$ cat src/rtl/mips_pkg.sv
// Shared MIPS J-type encoding types and helpers.
// Holds the default J/JAL opcodes, the request/response payloads, and the
// pure function that turns a registered request into an encoded response.
package mips_pkg;

  localparam int unsigned ADDR_W     = 32;
  localparam int unsigned INDEX_W    = 26;
  localparam int unsigned OP_W       = 6;
  localparam int unsigned REGION_LSB = 28;

  localparam logic [OP_W-1:0] OP_J_DEFAULT   = 6'b000010;
  localparam logic [OP_W-1:0] OP_JAL_DEFAULT = 6'b000011;

  typedef struct packed {
    logic [ADDR_W-1:0] pc_next;
    logic [ADDR_W-1:0] target;
    logic              link;
  } jfe_req_t;

  typedef struct packed {
    logic [ADDR_W-1:0]  instr;
    logic [INDEX_W-1:0] index;
    logic               err_align;
    logic               err_region;
  } jfe_rsp_t;

  // Recover instr_index and build the full J/JAL word; flags are advisory only.
  function automatic jfe_rsp_t jfe_encode(input jfe_req_t req,
                                          input logic [OP_W-1:0] op_j,
                                          input logic [OP_W-1:0] op_jal);
    jfe_rsp_t rsp;
    rsp.index      = req.target[REGION_LSB-1:2];
    rsp.instr      = {(req.link ? op_jal : op_j), req.target[REGION_LSB-1:2]};
    rsp.err_align  = (req.target[1:0] != 2'b00);
    rsp.err_region = (req.target[ADDR_W-1:REGION_LSB] != req.pc_next[ADDR_W-1:REGION_LSB]);
    return rsp;
  endfunction

endpackage

$ cat src/rtl/jfe_stage.sv
// Generic valid/ready pipeline register for any payload type T.
// Ports: clk, rst (sync, active-low); upstream in_valid/in_ready_c/in_data;
// downstream out_valid/out_ready/out_data. in_ready_c is combinational from
// state and out_ready only, never from in_valid.
module jfe_stage #(
  parameter type T = logic
) (
  input  logic clk,
  input  logic rst,
  input  logic in_valid,
  output logic in_ready_c,
  input  T     in_data,
  output logic out_valid,
  input  logic out_ready,
  output T     out_data
);

  logic valid_q, valid_d;
  T     data_q,  data_d;

  // Free to load when empty or when the current occupant leaves this cycle.
  assign in_ready_c = !valid_q || out_ready;

  always_comb begin
    valid_d = valid_q;
    data_d  = data_q;
    if (in_ready_c) begin
      valid_d = in_valid;
      if (in_valid) begin
        data_d = in_data;
      end
    end
  end

  always_ff @(posedge clk) begin
    if (!rst) begin
      valid_q <= 1'b0;
      data_q  <= '0;
    end else begin
      valid_q <= valid_d;
      data_q  <= data_d;
    end
  end

  assign out_valid = valid_q;
  assign out_data  = data_q;

endmodule

$ cat src/rtl/jump_field_encoder.sv
// Converts an absolute jump target back into a MIPS J-type instr_index and
// the full J/JAL word, flagging misaligned or out-of-region targets.
// Ports: clk, rst (sync, active-low); in_valid/in_ready with pc_next, target,
// link; out_valid/out_ready with index, instr, err_align, err_region;
// clr_cnt clears err_count, a saturating count of erroneous output handshakes.
module jump_field_encoder
  import mips_pkg::*;
#(
  parameter int unsigned     CNT_W  = 16,
  parameter logic [OP_W-1:0] OP_J   = OP_J_DEFAULT,
  parameter logic [OP_W-1:0] OP_JAL = OP_JAL_DEFAULT
) (
  input  logic               clk,
  input  logic               rst,
  input  logic               in_valid,
  output logic               in_ready,
  input  logic [ADDR_W-1:0]  pc_next,
  input  logic [ADDR_W-1:0]  target,
  input  logic               link,
  output logic               out_valid,
  input  logic               out_ready,
  output logic [INDEX_W-1:0] index,
  output logic [ADDR_W-1:0]  instr,
  output logic               err_align,
  output logic               err_region,
  input  logic               clr_cnt,
  output logic [CNT_W-1:0]   err_count
);

  jfe_req_t req_c;
  jfe_req_t s1_data;
  jfe_rsp_t rsp_c;
  jfe_rsp_t s2_data;
  logic     s1_valid;
  logic     s2_ready_c;

  assign req_c = '{pc_next: pc_next, target: target, link: link};

  // S1: capture the raw request.
  jfe_stage #(.T(jfe_req_t)) u_s1 (
    .clk        (clk),
    .rst        (rst),
    .in_valid   (in_valid),
    .in_ready_c (in_ready),
    .in_data    (req_c),
    .out_valid  (s1_valid),
    .out_ready  (s2_ready_c),
    .out_data   (s1_data)
  );

  assign rsp_c = jfe_encode(s1_data, OP_J, OP_JAL);

  // S2: capture the encoded response; all outputs come straight from here.
  jfe_stage #(.T(jfe_rsp_t)) u_s2 (
    .clk        (clk),
    .rst        (rst),
    .in_valid   (s1_valid),
    .in_ready_c (s2_ready_c),
    .in_data    (rsp_c),
    .out_valid  (out_valid),
    .out_ready  (out_ready),
    .out_data   (s2_data)
  );

  assign index      = s2_data.index;
  assign instr      = s2_data.instr;
  assign err_align  = s2_data.err_align;
  assign err_region = s2_data.err_region;

  // Saturating error counter; clear beats a coincident increment.
  logic [CNT_W-1:0] cnt_q, cnt_d;

  always_comb begin
    cnt_d = cnt_q;
    if (clr_cnt) begin
      cnt_d = '0;
    end else if (out_valid && out_ready && (s2_data.err_align || s2_data.err_region)
                 && (cnt_q != {CNT_W{1'b1}})) begin
      cnt_d = cnt_q + CNT_W'(1);
    end
  end

  always_ff @(posedge clk) begin
    if (!rst) begin
      cnt_q <= '0;
    end else begin
      cnt_q <= cnt_d;
    end
  end

  assign err_count = cnt_q;

endmodule

$ cat config.mk
export PLATFORM = sky130hd
export DESIGN_NAME = jump_field_encoder
export DESIGN_NICKNAME = d
export VERILOG_FILES = /design/src/rtl/mips_pkg.sv /design/src/rtl/jfe_stage.sv /design/src/rtl/jump_field_encoder.sv
export SDC_FILE = /design/constraint.sdc
export NUM_CORES = 1
export LEC_CHECK = 0
export ABC_CLOCK_PERIOD_IN_PS = 2000
export CORE_MARGIN = 5
export CORE_UTILIZATION = 43
export DETAILED_ROUTE_END_ITERATION = 6
export GPL_ROUTABILITY_DRIVEN = 0
export PLACE_DENSITY = 0.82
export SYNTH_ARGS = -nofsm -noshare
export SYNTH_HDL_FRONTEND = slang
export SYNTH_SLANG_ARGS = --single-unit
$ cat constraint.sdc
create_clock -name clk -period 2 [get_ports clk]
set_input_delay 0.2 -clock clk [delete_from_list [all_inputs] [get_ports clk]]
set_output_delay 0.2 -clock clk [all_outputs]
set_load 0.03 [all_outputs]
==> run_results.csv, run 1 <==
group,metric,value,unit
outcome,status,"completed",
timing,drv_slew,0,
routing,vias_per_cell,5.11,
routing,dr.max_layer_used,"met4",
routing,route.met2.wl,4.50,mm
clocking,cts_buffers,9,
setup_path,critPathKind,"in -> out",
global_routing,grt_pass1_vias,3138,
setup_path,worstPathRequired,1.80,ns
clocking,clock-sinks,85,
synth,synthSimpleGateAreaFrac,22.7,%
clocking,clk_pin_slew,0.08,ns
timing,min_period,1.90,ns
clocking,h-tree-depth,3,
timing,max_freq,527,MHz
timing,layout_setup_ws,0.103,ns
pwr,ir_drop,0.332,mV
synth,synthArstFlopShare,0,%
floorplanning,core,0.00822,mm^2
synth,synth_area_leader_cell,"dfxtp_1",
global_routing,grt_pass1_wl,14.4,mm
synth,seq_area_frac_synth,46.9,%
timing,hold_violations,0,
place,portBuffers,115,
place,place_ws,-0.195,ns
synth,synth_xor_xnor_area_share,0.965,%
clocking,tritoncts,"built",
clocking,worstSkewPairLatency,0.35,ns
timing,whs,0.391,ns
pwr,power,3.42,mW
global_routing,overflow,0,
setup_path,critPathMaxFanout,4,
hold_path,min_path_cells,4,
routing,wl_per_cell,13.7,um
synth,synth.area.mux_share,0.551,%
setup_path,worst_ep_arrival_time,1.70,ns
routing,routed_wl,8.75,mm
setup_path,cp-end-kind,"output pin",
routing,drt-met1-wl,3.58,mm
floorplanning,die_w,102,um
synth,synth.avg_cell_area,8.37,um^2
timing,fin_setup_tns,0,ns
routing,first_iter_violations,212,
synth,ys_types,41,
run,maxCapViolations,0,
timing,rsz0062_at_grt,"no",
layout,final_nets,599,
place,dpl.hpwl,6.26,mm
floorplanning,die_h,102,um
timing,skew,0.0140,ns
synth,synth_area_leaders,"dfxtp_1 47%, nand2_1 14%, a21boi_0 14%",
synth,ys.flop_type,"dfxtp_1",
timing,tightest_slew,0.600,ns
clocking,cts_buffer_depth,2,
synth,syn_area,0.00363,mm^2
global_routing,grt_max_degree,70,
pwr,powerDensity,684,mW/mm^2
timing,setup_viol,0,
synth,synth_cells,434,
synth,yosysWarnings,0,
layout,area_growth,37.7,%
pwr,leakage,1.80,nW
clocking,cts_resized,0,
routing,postRouteAntennaNets,0,
timing,period_share,94.9,%
timing,relSlewSlack,59.9,%
routing,met3_length,452,um
global_routing,antenna_found_initial,0,
hold_path,hold_path_class,"in -> reg",
layout,stdcell_area,0.00500,mm^2
global_routing,grt_use_total,17.3,%
layout,n_antenna_cell,0,
floorplanning,rows,33,
routing,firstDrtPassIters,4,
routing,route.detailed.drc,0,
layout,drive_above_1_share,8.44,%
floorplanning,fp.dieArea,0.0104,mm^2
place,post_dp_cell_area,0.00479,mm^2
floorplanning,initial_core_util,44.2,%
synth,ys_seq_elements,85,
floorplanning,ios,148,
setup_path,ff2ff_path_depth,6,
synth,synth_top_family_by_area,"simple AND/OR/NAND/NOR gates",
synth,synth-edff-count,0,
synth,synth_compound_area_share,19.3,%
clocking,postCtsSetupBuffers,0,
synth,synth-adder-area-share,0.345,%
clocking,root_buffer,"clkbuf_8",
synth,synth_top_area_share,46.9,%
routing,vias,3258,
setup_path,worst_setup_path_start_kind,"primary input",
clocking,cts.hold.buffers_added,0,
==> stage by stage <==
step | util, % | std cells
after floorplan | - | 437
after global placement | 58.3 | 622
after detailed placement | 58.3 | 622
after CTS | 60.7 | 638
after global routing | 60.9 | 638
final | 60.9 | 638
==> routing by layer <==
layer | global-route usage [%] | vias to the layer above
met1 | 19.6 | 1526
met3 | 2.18 | 19
met5 | 0 | -
met2 | 31.9 | 95
met4 | 8.48 | 0
li1 | - | 1618
==> report_power, final <==
| part | switching [mW] | internal, mW | total (mW) |
|---|---|---|---|
| registers | 0.0356 | 1.75 | 1.79 |
| clock network | 0.626 | 0.589 | 1.22 |
| logic | 0.215 | 0.202 | 0.417 |
==> worst max-delay path, stage by stage <==
cell	delay [ns]
clkdlybuf4s50_1	0.49
buf_4	0.14
nand3b_1	0.17
clkdlybuf4s50_1	0.70
==> layout make-up <==
| cell class | count | area [um^2] |
|---|---|---|
| Clock buffer | 10 | 128 |
| Timing Repair Buffer | 133 | 1330 |
| Inverter | 3 | 11.3 |
| Multi-Input combinational cell | 296 | 1620 |
| Tap cell | 105 | 131 |
| Sequential cell | 85 | 1710 |
| Fill cell | 715 | 3220 |
| Clock inverter | 6 | 70.1 |
==> Yosys cell counts, types with 2 or more instances <==
master    number
a21boi_0      66
a21oi_1       10
a31oi_1        2
and2_1         2
and3_1         4
buf_1          2
buf_4         32
clkbuf_1      18
dfxtp_1       85
inv_1          3
mux2i_1        2
nand2_1      139
nand2b_1       2
nand3_1        7
nand4_1        4
nor2_1         5
nor3_1         3
nor4_1         4
o21ai_0        6
o31ai_1        6
or3_1          2
or4_1          8
xor2_1         4
==> layout by cell type (no fill, tap or decap), types with 3 or more instances in the layout <==
cell type        synthesis  final
dfxtp_1                 85     79
a21oi_1                 10     10
buf_12                   0      4
nor3_1                   3      3
nor2_1                   5      5
nand3_1                  7      7
conb_1                   1      4
and3_1                   4      4
inv_1                    3      3
nand2_1                139    139
nand4_1                  4      4
o21ai_0                  6      6
dfxtp_2                  0      6
clkdlybuf4s50_1          0    114
clkbuf_8                 0      9
nor4_1                   4      4
a21boi_0                66     66
o31ai_1                  6      6
or4_1                    8      6
buf_4                   32     14
xor2_1                   4      4
==> kinds of logic after synthesis <==
family / Yosys count
compound gates: 97
xor+xnor: 4
fa+ha+maj: 1
buf+inv: 56
flops: 85
mux: 2
other cells: 1
simple gates: 188
==> flip-flops by register name, indices dropped and copies added (netlist names) <==
register,flops
err_count,16
u_s2.out_valid,1
u_s1.out_valid,1
u_s1.out_data,37
u_s2.out_data,30
==> path summary, 6_finish.rpt <==
path / start / end / slack (ns)
setup / recovery: out_ready / in_ready / 0.10
hold / removal: rst / err_count[5]$_SDFFE_PP0P_ / 0.39
setup reg to reg: err_count[0]$_SDFFE_PP0P_ / err_count[7]$_SDFFE_PP0P_ / 0.13
hold reg to reg: u_s1.out_data[25]$_SDFFE_PN0P_ / u_s2.out_data[24]$_SDFFE_PN0P_ / 0.47
Note: power is estimated with default switching activity, not from simulation.
==> run 2, diff against run 1 <==
--- a/config.mk
+++ b/config.mk
@@ -10,7 +10,7 @@
 export CORE_UTILIZATION = 43
 export DETAILED_ROUTE_END_ITERATION = 6
 export GPL_ROUTABILITY_DRIVEN = 0
-export PLACE_DENSITY = 0.82
+export PLACE_DENSITY = 0.9
 export SYNTH_ARGS = -nofsm -noshare
 export SYNTH_HDL_FRONTEND = slang
 export SYNTH_SLANG_ARGS = --single-unit
==> run 2 against run 1 <==
  * Critical path type unchanged
  * Die area stayed put
  * Final area is 0.15% lower
  * Hold slack better by 0.0081 ns
  * First-iteration DRC count is 17% lower
  * Highest routed layer unchanged
==> run_results.csv, run 2 (same netlist as run 1, synthesis figures left out) <==
group,metric,value,unit
outcome,status,"completed",
global_routing,grt_max_degree,70,
routing,routed_wl,8.95,mm
timing,hold_violations,0,
layout,area_growth,37.5,%
global_routing,grt_use_met1,19.9,%
global_routing,overflow,0,
hold_path,hold_start,"rst",
timing,whs,0.399,ns
place,dpl.hpwl,6.62,mm
floorplanning,die_w,102,um
clocking,cts_buffer_depth,2,
timing,skew,0.00897,ns
timing,max_freq,511,MHz
floorplanning,core,0.00822,mm^2
routing,firstDrtPassIters,5,
setup_path,worst_ep_arrival_time,1.76,ns
layout,nFillCells,685,
setup_path,cp-end-kind,"output pin",
clocking,clk_pin_slew,0.08,ns
clocking,clock-sinks,85,
clocking,cts_buffers,9,
timing,drv_slew,0,
routing,wl_per_cell,14.0,um
timing,fin_setup_tns,0,ns
timing,layout_setup_ws,0.0436,ns
place,dp.cells,624,
pwr,ir_drop,0.358,mV
setup_path,critPathMaxFanout,4,
timing,rsz0062_at_grt,"no",
place,portBuffers,115,
layout,final_cell_mix,"139 x nand2_1, 114 x clkdlybuf4s50_1, 79 x dfxtp_1",
timing,min_period,1.96,ns
layout,largest_reg_flops,37,
setup_path,crit_start,"out_ready",
clocking,worstSkewPairLatency,0.34,ns
pwr,powerDensity,659,mW/mm^2
global_routing,grt_pass1_vias,3289,
place,place_ws,-0.226,ns
routing,first_iter_violations,175,
global_routing,grt.busiest_layer,"met2",
hold_path,hold_path_class,"in -> reg",
floorplanning,die_h,102,um
floorplanning,rows,33,
clocking,root_buffer,"clkbuf_8",
clocking,tritoncts,"built",
layout,n_antenna_cell,0,
routing,route.detailed.drc,0,
setup_path,critPathKind,"in -> out",
floorplanning,ios,148,
setup_path,rr_startpoint,"err_count[5]$_SDFFE_PP0P_",
routing,vias,3294,
pwr,leakage,1.79,nW
setup_path,worst_setup_path_start_kind,"primary input",
timing,period_share,97.8,%
layout,layout.cells.non_filler,640,
global_routing,grt.met2_usage,32.2,%
setup_path,worstPathRequired,1.80,ns
floorplanning,initial_core_util,44.2,%
timing,relSlewSlack,64.3,%
timing,tightest_slew,0.534,ns
pwr,power,3.29,mW
layout,final_nets,601,
routing,postRouteAntennaNets,0,
clocking,h-tree-depth,3,
floorplanning,fp.dieArea,0.0104,mm^2
global_routing,grt_pass1_wl,14.7,mm
layout,mostFrequentLayoutCell,"nand2_1",
routing,vias_per_cell,5.15,
global_routing,antenna_found_initial,0,
global_routing,grtUsageMet3,2.73,%
timing,setup_viol,0,
run,maxCapViolations,0,
layout,drive_above_1_share,8.79,%
global_routing,grt_use_total,17.6,%
-- run 2: changes by cell type in the layout (fill, tap and decap cells not counted), sizes merged --
cell      previous run  this run
buf                 19        21
bufinv               1         0
clkbuf              10        11
clkinvlp             0         1
inv                  5         4
-- run 2: final timing paths --
check	cells after the start	slack [ns]	endpoint
worst max-delay path	4	0.04	in_ready
worst min-delay path	4	0.40	err_count[6]$_SDFFE_PP0P_
worst max register to register	4	0.07	err_count[11]$_SDFFE_PP0P_
worst min register to register	2	0.47	u_s2.out_data[15]$_SDFFE_PN0P_
-- run 2: what timing repair did --
| item | 4_1_cts | 5_1_grt |
|---|---|---|
| setup endpoints to repair | 2 | 3 |
| resized for setup | 2 | 3 |
| hold buffers | 0 | 0 |
| setup buffers | 0 | 0 |
-- run 2: report_power, final --
group	switching (mW)	internal (mW)
Clock	0.591	0.488
Sequential	0.0376	1.75
Combinational	0.217	0.201
-- run 2: layout make-up --
cell class / instances / area, um^2 / area share, %
multi-input cells: 296 / 1630 / 32.6
repair buffers: 135 / 1330 / 26.7
well taps: 105 / 131 / 2.63
flip-flops and latches: 85 / 1710 / 34.3
inverters: 3 / 11.3 / 0.226
clock inverters: 5 / 35.0 / 0.702
clock buffers: 11 / 141 / 2.83
-- run 2: metrics by stage --
| stage | util (%) | area (um^2) |
|---|---|---|
| 2_1_floorplan | - | 3650 |
| 3_3_place_gp | 58.4 | 4790 |
| 3_5_place_dp | 58.4 | 4790 |
| 4_1_cts | 60.6 | 4980 |
| 5_1_grt | 60.8 | 4990 |
| 6_report | 60.8 | 4990 |
-- run 2: worst max-delay path, stage by stage --
cell and delay (ns):
clkdlybuf4s50_1 0.51, buf_4 0.15, nand3b_1 0.18, clkdlybuf4s50_1 0.71
-- run 2: routing by layer --
metal  wire, um  part of all wire, %
met5          0                    0
met4        146                  1.6
met2       4830                   54
met1       3520                   39
met3        457                  5.1
